## config.mk

```make
export PLATFORM = sky130hd
export DESIGN_NAME = fifo_rd_stream
export DESIGN_NICKNAME = d
export VERILOG_FILES = /design/src/rtl/fifo_rd_stream.sv
export SDC_FILE = /design/constraint.sdc
export NUM_CORES = 1
export LEC_CHECK = 0
export CAP_MARGIN = 10
export CORE_ASPECT_RATIO = 2
export CORE_MARGIN = 4
export CORE_UTILIZATION = 45
export DETAILED_ROUTE_END_ITERATION = 7
export PLACE_DENSITY_LB_ADDON = 0.2
export SETUP_SLACK_MARGIN = 0.15
export SYNTH_ARGS = -nofsm -noshare
export SYNTH_HDL_FRONTEND = slang
export SYNTH_SLANG_ARGS = --single-unit
```

## constraint.sdc

```tcl
create_clock -name clk_i -period 1.6 [get_ports clk_i]
set_input_delay 0.4 -clock clk_i [delete_from_list [all_inputs] [get_ports clk_i]]
set_output_delay 0.4 -clock clk_i [all_outputs]
set_load 0.005 [all_outputs]
```

## src/rtl/fifo_rd_stream.sv

```systemverilog
// -----------------------------------------------------------------------------
// fifo_rd_stream
//
// Read-side companion for a non-show-ahead single-clock FIFO. It issues read
// requests, absorbs the FIFO's one-cycle read latency in a small circular
// output buffer, and presents the words as a valid/ready stream. Requests are
// throttled so that the buffer can never overflow, even under backpressure.
// A flush command drains and discards everything queued in the FIFO and in
// the buffer.
//
// Optional feature (compile-time macro FIFO_RD_STREAM_LAST_EN):
//   defined   - a beat counter marks every PKT_LEN-th beat with m_last_o
//   undefined - m_last_o is tied low and no counter is built
//
// Parameters:
//   DW        data width (must match the FIFO)
//   BUF_DEPTH output buffer entries, 2..8
//   PKT_LEN   beats per packet for m_last_o, >= 1
//
// Ports:
//   clk_i         clock
//   arst_n_i      asynchronous active-low reset
//   en_i          permits new FIFO reads while high
//   flush_i       single-cycle pulse that starts a flush
//   fifo_empty_i  FIFO empty flag
//   fifo_valid_i  FIFO read-data valid (one cycle after fifo_req_o)
//   fifo_data_i   FIFO read data
//   fifo_req_o    FIFO read request
//   m_valid_o     stream word valid
//   m_data_o      stream word
//   m_ready_i     consumer ready
//   m_last_o      last beat of a packet
//   busy_o        engine active or buffer holding data
//   flush_done_o  one-cycle pulse when a flush completes
//   proto_err_o   sticky: FIFO returned data with no read in flight
// -----------------------------------------------------------------------------
module fifo_rd_stream #(
  parameter int DW        = 32,
  parameter int BUF_DEPTH = 2,
  parameter int PKT_LEN   = 16
) (
  input  logic          clk_i,
  input  logic          arst_n_i,
  input  logic          en_i,
  input  logic          flush_i,
  input  logic          fifo_empty_i,
  input  logic          fifo_valid_i,
  input  logic [DW-1:0] fifo_data_i,
  output logic          fifo_req_o,
  output logic          m_valid_o,
  output logic [DW-1:0] m_data_o,
  input  logic          m_ready_i,
  output logic          m_last_o,
  output logic          busy_o,
  output logic          flush_done_o,
  output logic          proto_err_o
);

  // Elaboration-time guard on the configuration range.
  if ((BUF_DEPTH < 2) || (BUF_DEPTH > 8)) begin : g_bad_buf_depth
    $error("fifo_rd_stream: BUF_DEPTH must be in 2..8");
  end
  if (PKT_LEN < 1) begin : g_bad_pkt_len
    $error("fifo_rd_stream: PKT_LEN must be >= 1");
  end

  localparam int PW = (BUF_DEPTH > 1) ? $clog2(BUF_DEPTH) : 1;
  // Occupancy arithmetic must hold occ + inflight (up to BUF_DEPTH+1).
  localparam int OW = $clog2(BUF_DEPTH + 2);

  localparam logic [OW-1:0] DEPTH_C  = OW'(BUF_DEPTH);
  localparam logic [PW-1:0] LAST_PTR = PW'(BUF_DEPTH - 1);

  typedef enum logic [1:0] {
    ST_IDLE  = 2'd0,
    ST_RUN   = 2'd1,
    ST_FLUSH = 2'd2
  } state_t;

  state_t          state_q, state_d;
  logic            inflight_q;
  logic            proto_err_q, proto_err_d;
  logic [OW-1:0]   occ_q, occ_d;
  logic [PW-1:0]   rd_ptr_q, rd_ptr_d;
  logic [PW-1:0]   wr_ptr_q, wr_ptr_d;
  logic [DW-1:0]   buf_q [BUF_DEPTH];

  logic            req;
  logic            flush_entry;
  logic            flush_done;
  logic            pop;
  logic            push;
  logic [OW-1:0]   occ_proj;

  // Circular pointer advance, wrapping modulo BUF_DEPTH (which need not be a
  // power of two).
  function automatic logic [PW-1:0] ptr_next(input logic [PW-1:0] p);
    ptr_next = (p == LAST_PTR) ? '0 : p + PW'(1);
  endfunction

  assign m_valid_o = (occ_q != '0);
  assign m_data_o  = buf_q[rd_ptr_q];
  assign pop       = m_valid_o && m_ready_i;

  // Occupancy the buffer will have once the in-flight word lands and this
  // cycle's pop leaves. pop implies occ_q >= 1, so the subtraction cannot wrap.
  assign occ_proj  = occ_q + OW'(inflight_q) - OW'(pop);

  // ---------------------------------------------------------------------------
  // Request stage: control FSM and read request generation
  // ---------------------------------------------------------------------------
  always_comb begin
    state_d     = state_q;
    req         = 1'b0;
    flush_entry = 1'b0;
    flush_done  = 1'b0;
    case (state_q)
      ST_IDLE: begin
        if (flush_i) begin
          state_d     = ST_FLUSH;
          flush_entry = 1'b1;
        end else if (en_i) begin
          state_d = ST_RUN;
        end
      end
      ST_RUN: begin
        // Only request when the returned word is guaranteed a buffer slot.
        req = en_i && !fifo_empty_i && (occ_proj < DEPTH_C);
        if (flush_i) begin
          state_d     = ST_FLUSH;
          flush_entry = 1'b1;
        end else if (!en_i && !inflight_q) begin
          state_d = ST_IDLE;
        end
      end
      ST_FLUSH: begin
        // Drain the FIFO at full rate; returned words are dropped below.
        req = !fifo_empty_i;
        if (fifo_empty_i && !inflight_q) begin
          state_d    = ST_IDLE;
          flush_done = 1'b1;
        end
      end
      default: begin
        state_d = ST_IDLE;
      end
    endcase
  end

  assign fifo_req_o   = req;
  assign flush_done_o = flush_done;
  assign busy_o       = (state_q != ST_IDLE) || m_valid_o;
  assign proto_err_o  = proto_err_q;

  always_ff @(posedge clk_i or negedge arst_n_i) begin
    if (!arst_n_i) begin
      state_q    <= ST_IDLE;
      inflight_q <= 1'b0;
    end else begin
      state_q    <= state_d;
      inflight_q <= req;
    end
  end

  // ---------------------------------------------------------------------------
  // Return stage: FIFO read data accepted into the buffer tail
  // ---------------------------------------------------------------------------
  // Words are dropped while flushing (including the entry cycle, whose clear
  // wins). A spurious word that would find no free slot is also dropped so the
  // buffer cannot be corrupted; proto_err_o records the event.
  assign push = fifo_valid_i && (state_q != ST_FLUSH) && !flush_entry &&
                ((occ_q < DEPTH_C) || pop);

  assign proto_err_d = proto_err_q || (fifo_valid_i && !inflight_q);

  always_ff @(posedge clk_i or negedge arst_n_i) begin
    if (!arst_n_i) begin
      proto_err_q <= 1'b0;
    end else begin
      proto_err_q <= proto_err_d;
    end
  end

  // ---------------------------------------------------------------------------
  // Buffer stage: circular output buffer, head drives the stream
  // ---------------------------------------------------------------------------
  always_comb begin
    occ_d    = occ_q;
    rd_ptr_d = rd_ptr_q;
    wr_ptr_d = wr_ptr_q;
    if (flush_entry) begin
      occ_d    = '0;
      rd_ptr_d = '0;
      wr_ptr_d = '0;
    end else begin
      if (push) begin
        wr_ptr_d = ptr_next(wr_ptr_q);
      end
      if (pop) begin
        rd_ptr_d = ptr_next(rd_ptr_q);
      end
      case ({push, pop})
        2'b10:   occ_d = occ_q + OW'(1);
        2'b01:   occ_d = occ_q - OW'(1);
        default: occ_d = occ_q;
      endcase
    end
  end

  always_ff @(posedge clk_i or negedge arst_n_i) begin
    if (!arst_n_i) begin
      occ_q    <= '0;
      rd_ptr_q <= '0;
      wr_ptr_q <= '0;
    end else begin
      occ_q    <= occ_d;
      rd_ptr_q <= rd_ptr_d;
      wr_ptr_q <= wr_ptr_d;
    end
  end

  // Storage is reset so that m_data_o reads zero out of reset.
  always_ff @(posedge clk_i or negedge arst_n_i) begin
    if (!arst_n_i) begin
      for (int i = 0; i < BUF_DEPTH; i++) begin
        buf_q[i] <= '0;
      end
    end else if (push) begin
      buf_q[wr_ptr_q] <= fifo_data_i;
    end
  end

`ifdef FIFO_RD_STREAM_LAST_EN
  localparam int BW = (PKT_LEN > 1) ? $clog2(PKT_LEN) : 1;
  localparam logic [BW-1:0] BEAT_LAST = BW'(PKT_LEN - 1);

  logic [BW-1:0] beat_q, beat_d;

  always_comb begin
    beat_d = beat_q;
    if (flush_entry) begin
      beat_d = '0;
    end else if (pop) begin
      beat_d = (beat_q == BEAT_LAST) ? '0 : beat_q + BW'(1);
    end
  end

  always_ff @(posedge clk_i or negedge arst_n_i) begin
    if (!arst_n_i) begin
      beat_q <= '0;
    end else begin
      beat_q <= beat_d;
    end
  end

  assign m_last_o = m_valid_o && (beat_q == BEAT_LAST);
`else
  assign m_last_o = 1'b0;
`endif

endmodule

```

* Yosys cells after proc, flatten, opt, wreduce, memory -nomap -nowiden *
Cells that the tools add are included.

cells by class
  add/subtract/negate cells = 6
  order comparisons = 5
  eq/ne operators = 8
  mux-type cells = 25
  bitwise operators = 2
  reductions and logical operators = 25

operators by type and width
  kind                                                  count
  two-way mux 32 bit                                    4
  bitwise mux 64 bit                                    1
  demux 32 bit (select 1 bit)                           1
  two-way mux 2 bit                                     6
  logical AND 1 bit                                     10
  two-way mux 1 bit                                     10
  nonzero test 2 bit                                    4
  inequality test 3 bit (second input constant)         2
  one-hot mux 2 bit (3 select lines)                    1
  equality test 2 x 1 -> 1 bit (second input constant)  2
  equality test 2 bit (second input constant)           2
  >= comparator 2 bit (second input constant)           2
  logical NOT 1 bit                                     4
  less-than comparator 2 bit (second input constant)    2
  inequality test 2 bit (second input constant)         2
  inverter 1 -> 2 bit                                   2
  one-hot mux 2 bit (2 select lines)                    1
  logical OR 1 bit                                      3
  AND reduction 3 bit                                   1
  nonzero test 3 bit                                    1
  adder 1 bit (second input constant)                   2
  adder 2 x 1 -> 2 bit                                  1
  adder 2 x 1 -> 2 bit (second input constant)          1
  logical NOT 2 bit                                     1
  5 further kinds                                       5

word-level totals
  register bits = 72
  bits of input ports = 39
  output and inout bits = 38
  word-level logic and storage cells = 79

* Longest topological paths before layout *
Gate-level depths: netlist of the first run.

  word-level depth = 9
  gate-level depth with buffers = 7
  depth with buffers taken out = 6

* Least setup slack after synthesis of the first run *
OpenSTA, ideal clock, no wires.

  path type = register to register
  from = register state_q[0]
  to = register buf_q[32] in the netlist's numbering
  data arrival time = 1.648 ns
  slack = -0.173 ns
  stages on the path, launching flop included = 7
  cell sequence = dfrtp_1 inv_1 ha_1 nand2b_1 nor4_4 buf_6 mux2_2

between the ends
  word-level cells in the longest chain between the ends = 6
  elaborated cells on any way between the ends = 9

ends and longest elaborated chain
  what                                                                      line  source
  from (decl)                                                               80    state_t state_q, state_d;
  from (signal assigned)                                                    160   state_q <= state_d;
  equality test 2 x 1 -> 1 bit / logical NOT 2 bit (equally long branches)  117   case (state_q)
  OR reduction 2 bit (no line)                                              -
  two-way mux 1 bit                                                         -
  logical NOT 1 bit                                                         171   assign push = fifo_valid_i && (state_q != ST_FLUSH) && !flush_entry &&
  logical AND 1 bit * (2 in series)                                         171
  to (signal, indexed assignment)                                           229   buf_q[wr_ptr_q] <= fifo_data_i;
  to (decl)                                                                 86    logic [DW-1:0] buf_q [BUF_DEPTH];

Every way passes the cells marked *; elsewhere a longest branch is shown, timed or not.
A chain may end at the register's enable or synchronous reset.

* Worst setup path after layout of the first run *
  from = register rd_ptr_q
  to = output m_data_o[8]

between the ends
  word-level cells in the longest chain between the ends = 4

ends and longest elaborated chain
  what                                                    line  source
  from (decl)                                             84    logic [PW-1:0] rd_ptr_q, rd_ptr_d;
  from (signal assigned)                                  217   rd_ptr_q <= rd_ptr_d;
  inverter 1 -> 2 bit (not written as such)               102   assign m_data_o = buf_q[rd_ptr_q];
  two-way mux 32 bit (not written as such) (3 in series)  102
  to (decl)                                               51    output logic [DW-1:0] m_data_o,

No other way between the ends. The select of a mux whose other input is x is not followed.

==> key figures, run 1 <==
Detailed routing
  • Pre-antenna DRT Iters: 4
  • Post-route DRC: 0
  • Via/cell ratio: 5.136
  • WL final: 8.433 mm
  • Vias: 2373
  • Wire per inst: 18.25 µm
  • Routed Antenna Nets: 0
  • DR iter-0 viols: 95

GRT
  • First-pass GRT wire length: 12.70 mm
  • Vias in the first global route: 2533
  • Initial antenna violation count: 0
  • Largest net degree at the start of global routing: 73
  • Gr usage total: 19.66%
  • Total congestion overflow: 0

CTS
  • Cts hold-fix bufs: 0
  • CTS tree: built
  • CTS Sinks: 72
  • CTS root buf: clkbuf_16
  • Worst-path clk slew: 50 ps
  • Clock buffer depth: 2
  • Worst-Skew Late Latency: 330 ps
  • H-tree Lvls: 3
  • Inserted Clock Buffers: 9

Job
  • MaxCap Viol Count: 0

Critical path
  • CP Data Required Time: 1200 ps
  • Critical Path Max Stage Delay: 430 ps
  • Crit Path Class: register to output port
  • CP max-delay cell: dfrtp_2
  • CP cell instances: buf_6 -> buf_6 -> buf_6 -> mux2_4 -> buf_6
  • Worst setup SP type: register
  • Crit path DAT: 1520 ps
  • Buffers & Inverters on Critical Path: 4
  • Family with the most delay on the worst path: buffers and inverters
  • Largest fanout on the critical path: 5
  • Most common cell on crit path: buf_6
  • CP Capture Type: output port
  • Crit path launch: rd_ptr_q
  • Reg2reg start: state_q[1]

Placement
  • IO Port Bufs: 75
  • GPL Wtd Cong: 0.7664
  • Final HPWL DP: 4.676 mm

STA
  • F_max: 519.9 MHz
  • Period minus WS final: 1923 ps
  • Skew final: 6.014 ps
  • Final setup viols: 100
  • Final period utilization: 120.2%
  • PnR worst setup slack: -323.4 ps
  • Slew Viols, Final: 0
  • Hold Fails Final Rpt: 0
  • Setup TNS: -24620 ps
  • RSZ-0062 raised after global routing: yes

Yosys
  • Sequential area share after synthesis: 54.03%
  • Syn Inst Count: 232
  • Mapped Area: 3334 µm²
  • Post-synthesis register bit count: 72
  • Avg Cell Area, Syn: 14.37 µm²
  • Ys Warns: 0
  • Syn_nets: 274
  • Top-area cell type share of the netlist area: 54.03%
  • Yosys cell types: 32
  • Top post-synthesis cells by area: dfrtp_1 54%, mux2_2 31%, buf_6 2.4%
  • Yosys top cell by area: dfrtp_1

Floorplanning
  • Cell Rows: 44
  • Die footprint: 8935 µm²
  • Die Height: 129.7 µm
  • Die W: 68.87 µm
  • Core area: 7267 µm²
  • Initial core utilization: 45.88%
  • I/O pin count: 77

Cells and area
  • Antenna Cells: 0
  • P&R area growth vs syn: 61.95%
  • Nets: 407
  • Layout cells sized above 1: 63.51%
  • Final core utilization: 74.31%

Hold path
  • Min-delay worst type: input port to async pin

Power
  • Worst vdd ir: 1.072 mV
  • Tot Pwr: 0.01085 W
  • P per Cell Area: 2010 nW/µm²
  • P_leak: 2.478 nW

Outcome
  • Status: complete, but fails checks
  • Failing checks: setup timing
[through the flow]
stage / instances / area (µm²) / worst slack [ps] / hold slack, ps
floorplan: 232 / 3361 / -145.7 / 104.4
global placement: 408 / 4317 / -896.8 / 437.5
detailed placement: 408 / 4317 / -906.0 / 443.2
CTS: 455 / 5122 / -328.0 / 89.83
global route: 462 / 5400 / -355.4 / 110.8
finish: 462 / 5400 / -323.4 / 79.81
[routing by layer]
layer | GRT usage (%) | up-vias | wire length [µm]
met5 | 0 | - | 0
met4 | 7.241 | 0 | 100
met3 | 3.962 | 7 | 340
met2 | 35.70 | 54 | 4877
met1 | 21.77 | 1214 | 3115
li1 | - | 1098 | -
[report_power, final]
| part | switching, W | internal [W] |
|---|---|---|
| sequential | 0.000497 | 0.00273 |
| clock | 0.000738 | 0.00120 |
| combinational | 0.00189 | 0.00380 |
| total | 0.00312 | 0.00773 |
[final cells by class]
cell class	count	area, µm²
multi-input combinational	140	1680
tap	92	115.1
inverter	7	26.28
clock buffer	11	232.7
clock inverter	5	57.56
fill	512	1867
sequential	72	1803
timing repair buffer	135	1485
[synthesized netlist by cell type]
cell and n:
mux2_2 91, dfrtp_1 72, buf_6 7, inv_1 7, a21oi_1 6, clkbuf_1 4, nor2_1 4, nor2b_1 4
o21ai_0 4, ha_1 3, mux2_1 3, nand2_1 3, nand2b_1 3, mux2_4 2, nor3_1 2, a21o_1 1
a22o_1 1, a311oi_1 1, and2_1 1, buf_2 1, buf_4 1, conb_1 1, nand2_2 1, nor2b_4 1
nor3_4 1, nor3b_1 1, nor4_4 1, o311ai_0 1, o32a_1 1, or2b_1 1, xnor2_1 1, xor2_1 1
[kinds of logic after synthesis]
kind of cell / count (synthesis) / share of synthesized area [%]
AO/OA/AOI/OAI: 15 / 2.815
XOR/XNOR: 2 / 0.5254
adder cells (fa/ha/maj): 3 / 1.126
buffers and inverters: 20 / 3.978
flip-flops: 72 / 54.03
multiplexers: 96 / 32.65
other: 1 / 0.1125
AND/OR/NAND/NOR: 23 / 4.766
[flip-flops by register name (all words and copies together) (netlist names)]
name,cells
buf_q,64
inflight_q,1
occ_q,2
proto_err_o,1
rd_ptr_q,1
state_q,2
wr_ptr_q,1
[placed cells by master, fill, tap and decap left out, types with 2 or more instances in the layout]
cell             netlist  layout
inv_2                  0       6
clkbuf_1               4       2
dlygate4sd2_1          0       2
o21ai_0                4       2
o21ai_1                0       2
buf_4                  1      22
mux2_4                 2      46
mux2_2                91      50
nand2_4                0       2
clkbuf_16              0      10
nand2_1                3       2
nor3_2                 0       2
buf_16                 0       7
a21oi_1                6       3
dfrtp_1               72      71
clkinvlp_4             0       3
clkbuf_2               0       5
nor2b_4                1       2
a21oi_2                0       3
nand2b_1               3       2
buf_6                  7      39
ha_4                   0       2
buf_12                 0       9
nor2b_2                0       2
clkdlybuf4s50_1        0      36
nor2_1                 4       3
buf_2                  1      13
[worst register-to-register path: cells and delay by family (launching register included)]
| kind | cells | cell delay [ps] |
|---|---|---|
| adders and majority gates | 1 | 200 |
| buffers and inverters | 3 | 400 |
| DFF | 1 | 430 |
| muxes | 1 | 290 |
| and+or+nand+nor | 3 | 440 |
[path summary, 6_finish.rpt]
| path | to | slack (ps) | depth (start not counted) |
|---|---|---|---|
| worst max-delay path | m_data_o[8] | -320 | 5 |
| worst min-delay path | buf_q[13] | 80 | 2 |
| worst max register to register | buf_q[17] | -280 | 8 |
| worst min register to register | proto_err_o | 450 | 1 |
| max in group asynchronous | rd_ptr_q | 1190 | 2 |
| min in group clk_i | proto_err_o | 450 | 1 |
[timing repair]
action                                  4_1_cts  5_1_grt
endpoints found under the setup margin      103      106
pin swaps                                     4       10
gates resized for setup                     221       56
cloned                                       10        1
setup buffers                                21        6
Power figures use the tool's default switching activity.
==> run 2, diff against run 1 <==
--- a/config.mk
+++ b/config.mk
@@ -6,7 +6,7 @@
 export NUM_CORES = 1
 export LEC_CHECK = 0
 export CAP_MARGIN = 10
-export CORE_ASPECT_RATIO = 2
+export CORE_ASPECT_RATIO = 0.7
 export CORE_MARGIN = 4
 export CORE_UTILIZATION = 45
 export DETAILED_ROUTE_END_ITERATION = 7
==> key figures, run 2 (synthesis gave the netlist of run 1 again) <==
Placement
  • Worst slack, placed: -895.7 ps (was -906.0 ps)
  • GPL Wtd Cong: 0.8332 (was 0.7664)
  • IO Port Bufs: 75 (unchanged)
  • Final HPWL DP: 4.560 mm (was 4.676 mm)

STA
  • F_max: 495.7 MHz (was 519.9 MHz)
  • Hold Slack: 69.14 ps (was 79.81 ps)
  • Final period utilization: 126.1% (was 120.2%)
  • Slew Viols, Final: 0 (unchanged)
  • RSZ-0062 raised after global routing: yes (unchanged)
  • Period minus WS final: 2017 ps (was 1923 ps)
  • Hold Fails Final Rpt: 0 (unchanged)
  • Final setup viols: 100 (unchanged)
  • Skew final: 10.49 ps (was 6.014 ps)
  • PnR worst setup slack: -417.4 ps (was -323.4 ps)

CTS
  • CTS tree: built (unchanged)
  • CTS Sinks: 72 (unchanged)
  • Clock buffer depth: 2 (unchanged)
  • H-tree Lvls: 3 (unchanged)
  • Worst-path clk slew: 70 ps (was 50 ps)
  • Inserted Clock Buffers: 9 (unchanged)
  • CTS root buf: clkbuf_8 (was clkbuf_16)
  • Worst-Skew Late Latency: 350 ps (was 330 ps)

Critical path
  • Crit Path Class: register to register (was register to output port)
  • CP cell instances: ha_4 -> buf_6 -> nand2b_4 -> buf_6 -> nor3_4 -> nand2_4 -> buf_12 -> buf_12 -> mux2_4 (was buf_6 -> buf_6 -> buf_6 -> mux2_4 -> buf_6)
  • Crit path launch: state_q[1] (was rd_ptr_q)
  • Largest fanout on the critical path: 8 (was 5)
  • Critical Path Max Stage Delay: 440 ps (was 430 ps)
  • CP max-delay cell: dfrtp_2 (unchanged)
  • CP Data Required Time: 1830 ps (was 1200 ps)
  • Reg2reg start: state_q[1] (unchanged)
  • Family with the most delay on the worst path: buffers and inverters (unchanged)
  • Crit path DAT: 2240 ps (was 1520 ps)
  • Worst setup SP type: register (unchanged)
  • CP Capture Type: register (was output port)
  • Buffers & Inverters on Critical Path: 4 (unchanged)

Outcome
  • Status: complete, but fails checks (unchanged)
  • Failing checks: setup timing (unchanged)

Cells and area
  • Layout cells sized above 1: 61.39% (was 63.51%)
  • Fillcell total: 469 (was 512)
  • Commonest non-fill, non-tap cell in the layout: dfrtp_1 (unchanged)
  • P&R area growth vs syn: 52.61% (was 61.95%)
  • Max reg flops: 64 (unchanged)
  • Commonest cells after routing, fill and taps aside: 70 x dfrtp_1, 50 x mux2_4, 46 x mux2_2 (was 71 x dfrtp_1, 50 x mux2_2, 46 x mux2_4)
  • Largest Register: buf_q (unchanged)
  • Top flop regs: buf_q: 64 flops, occ_q: 2 flops, state_q: 2 flops (unchanged)
  • Antenna Cells: 0 (unchanged)
  • Nets: 397 (was 407)
  • Final core utilization: 72.95% (was 74.31%)

Floorplanning
  • Die Height: 80.02 µm (was 129.7 µm)
  • Die W: 110.9 µm (was 68.87 µm)
  • Die footprint: 8873 µm² (was 8935 µm²)
  • Initial core utilization: 47.80% (was 45.88%)
  • Cell Rows: 25 (was 44)
  • Core area: 6975 µm² (was 7267 µm²)
  • I/O pin count: 77 (unchanged)

GRT
  • Largest net degree at the start of global routing: 73 (unchanged)
  • Total congestion overflow: 0 (unchanged)
  • Vias in the first global route: 2449 (was 2533)
  • Gr usage total: 18.96% (was 19.66%)
  • Initial antenna violation count: 0 (unchanged)
  • First-pass GRT wire length: 13.12 mm (was 12.70 mm)

Job
  • MaxCap Viol Count: 0 (unchanged)

Detailed routing
  • Routed Antenna Nets: 0 (unchanged)
  • WL final: 8.089 mm (was 8.433 mm)
  • Via/cell ratio: 4.980 (was 5.136)
  • DR iter-0 viols: 68 (was 95)
  • Post-route DRC: 0 (unchanged)
  • Pre-antenna DRT Iters: 4 (unchanged)
  • Vias: 2261 (was 2373)
  • Met1 Wirelength: 3.805 mm (was 3.115 mm)
  • Met2 wire len: 3.820 mm (was 4.877 mm)
  • Max layer used: met4 (unchanged)
  • Met3 wire len: 370 µm (was 340 µm)
  • Wire per inst: 17.82 µm (was 18.25 µm)

Power
  • Worst vdd ir: 1.048 mV (was 1.072 mV)
  • P per Cell Area: 1959 nW/µm² (was 2010 nW/µm²)
  • P_leak: 2.355 nW (was 2.478 nW)

Hold path
  • Min-delay worst type: input port to async pin (unchanged)
-- run 2: changes by cell type in the layout (fill, tap and decap cells not counted), sizes merged --
cell / delta
buf: -34
bufinv: +1
clkbuf: +24
clkdlybuf4s50: -1
clkinv: -1
clkinvlp: -1
dlygate4sd2: +2
-- run 2: worst reg2reg max path: cells and delay by family (launching register included) --
kind / cells / cell delay, ps
simple gates: 3 / 480
flops: 1 / 440
buf+inv: 4 / 520
mux: 1 / 290
fa+ha+maj: 1 / 170
-- run 2: worst paths after layout --
path / to / slack [ps] / depth (start not counted)
max in group asynchronous: rd_ptr_q / 1210 / 2
setup reg to reg: buf_q[7] / -420 / 9
hold / removal: state_q[0] / 70 / 2
hold reg to reg: buf_q[11] / 500 / 1
min in group clk_i: buf_q[11] / 500 / 1
setup / recovery: buf_q[7] / -420 / 9
-- run 2: timing repair --
item                       4_1_cts  5_1_grt
pin swaps                        7       10
hold buffers                     0        0
gates cloned                     5        1
setup endpoints to repair      103      103
setup buffers                   13        9
resized for setup              132       76
-- run 2: layout make-up --
type                            count  area [µm²]  share of cell area (%)
Timing Repair Buffer              125        1227                   24.12
Multi-Input combinational cell    140        1670                   32.83
Clock inverter                      4       75.07                   1.475
Sequential cell                    72        1804                   35.46
Inverter                            7       28.78                  0.5655
Clock buffer                       12       165.2                   3.246
Tap cell                           94       117.6                   2.311
-- run 2: stage by stage --
step / area, µm² / std cells / TNS, ps / total power, W
after floorplan: 3361 / 232 / -4327 / 0.005381
after global placement: 4342 / 410 / -38590 / 0.007256
after detailed placement: 4342 / 410 / -38910 / 0.007346
after CTS: 4994 / 444 / -27200 / 0.009658
after global routing: 5089 / 454 / -34670 / 0.01058
final: 5089 / 454 / -27690 / 0.009969
-- run 2: per-layer routing --
layer  global-route usage (%)  up-vias
met2                    29.84       53
li1                         -     1068
met1                    25.18     1128
met3                    5.985       12
met5                        0        -
met4                    5.904        0
-- run 2: power by group --
group | leakage (nW) | total (W) | switching (W) | internal [W]
logic | 1.38 | 0.00505 | 0.00175 | 0.00330
clock network | 0.115 | 0.00168 | 0.000676 | 0.00101
registers | 0.859 | 0.00324 | 0.000513 | 0.00272
total | 2.35 | 0.00997 | 0.00294 | 0.00703
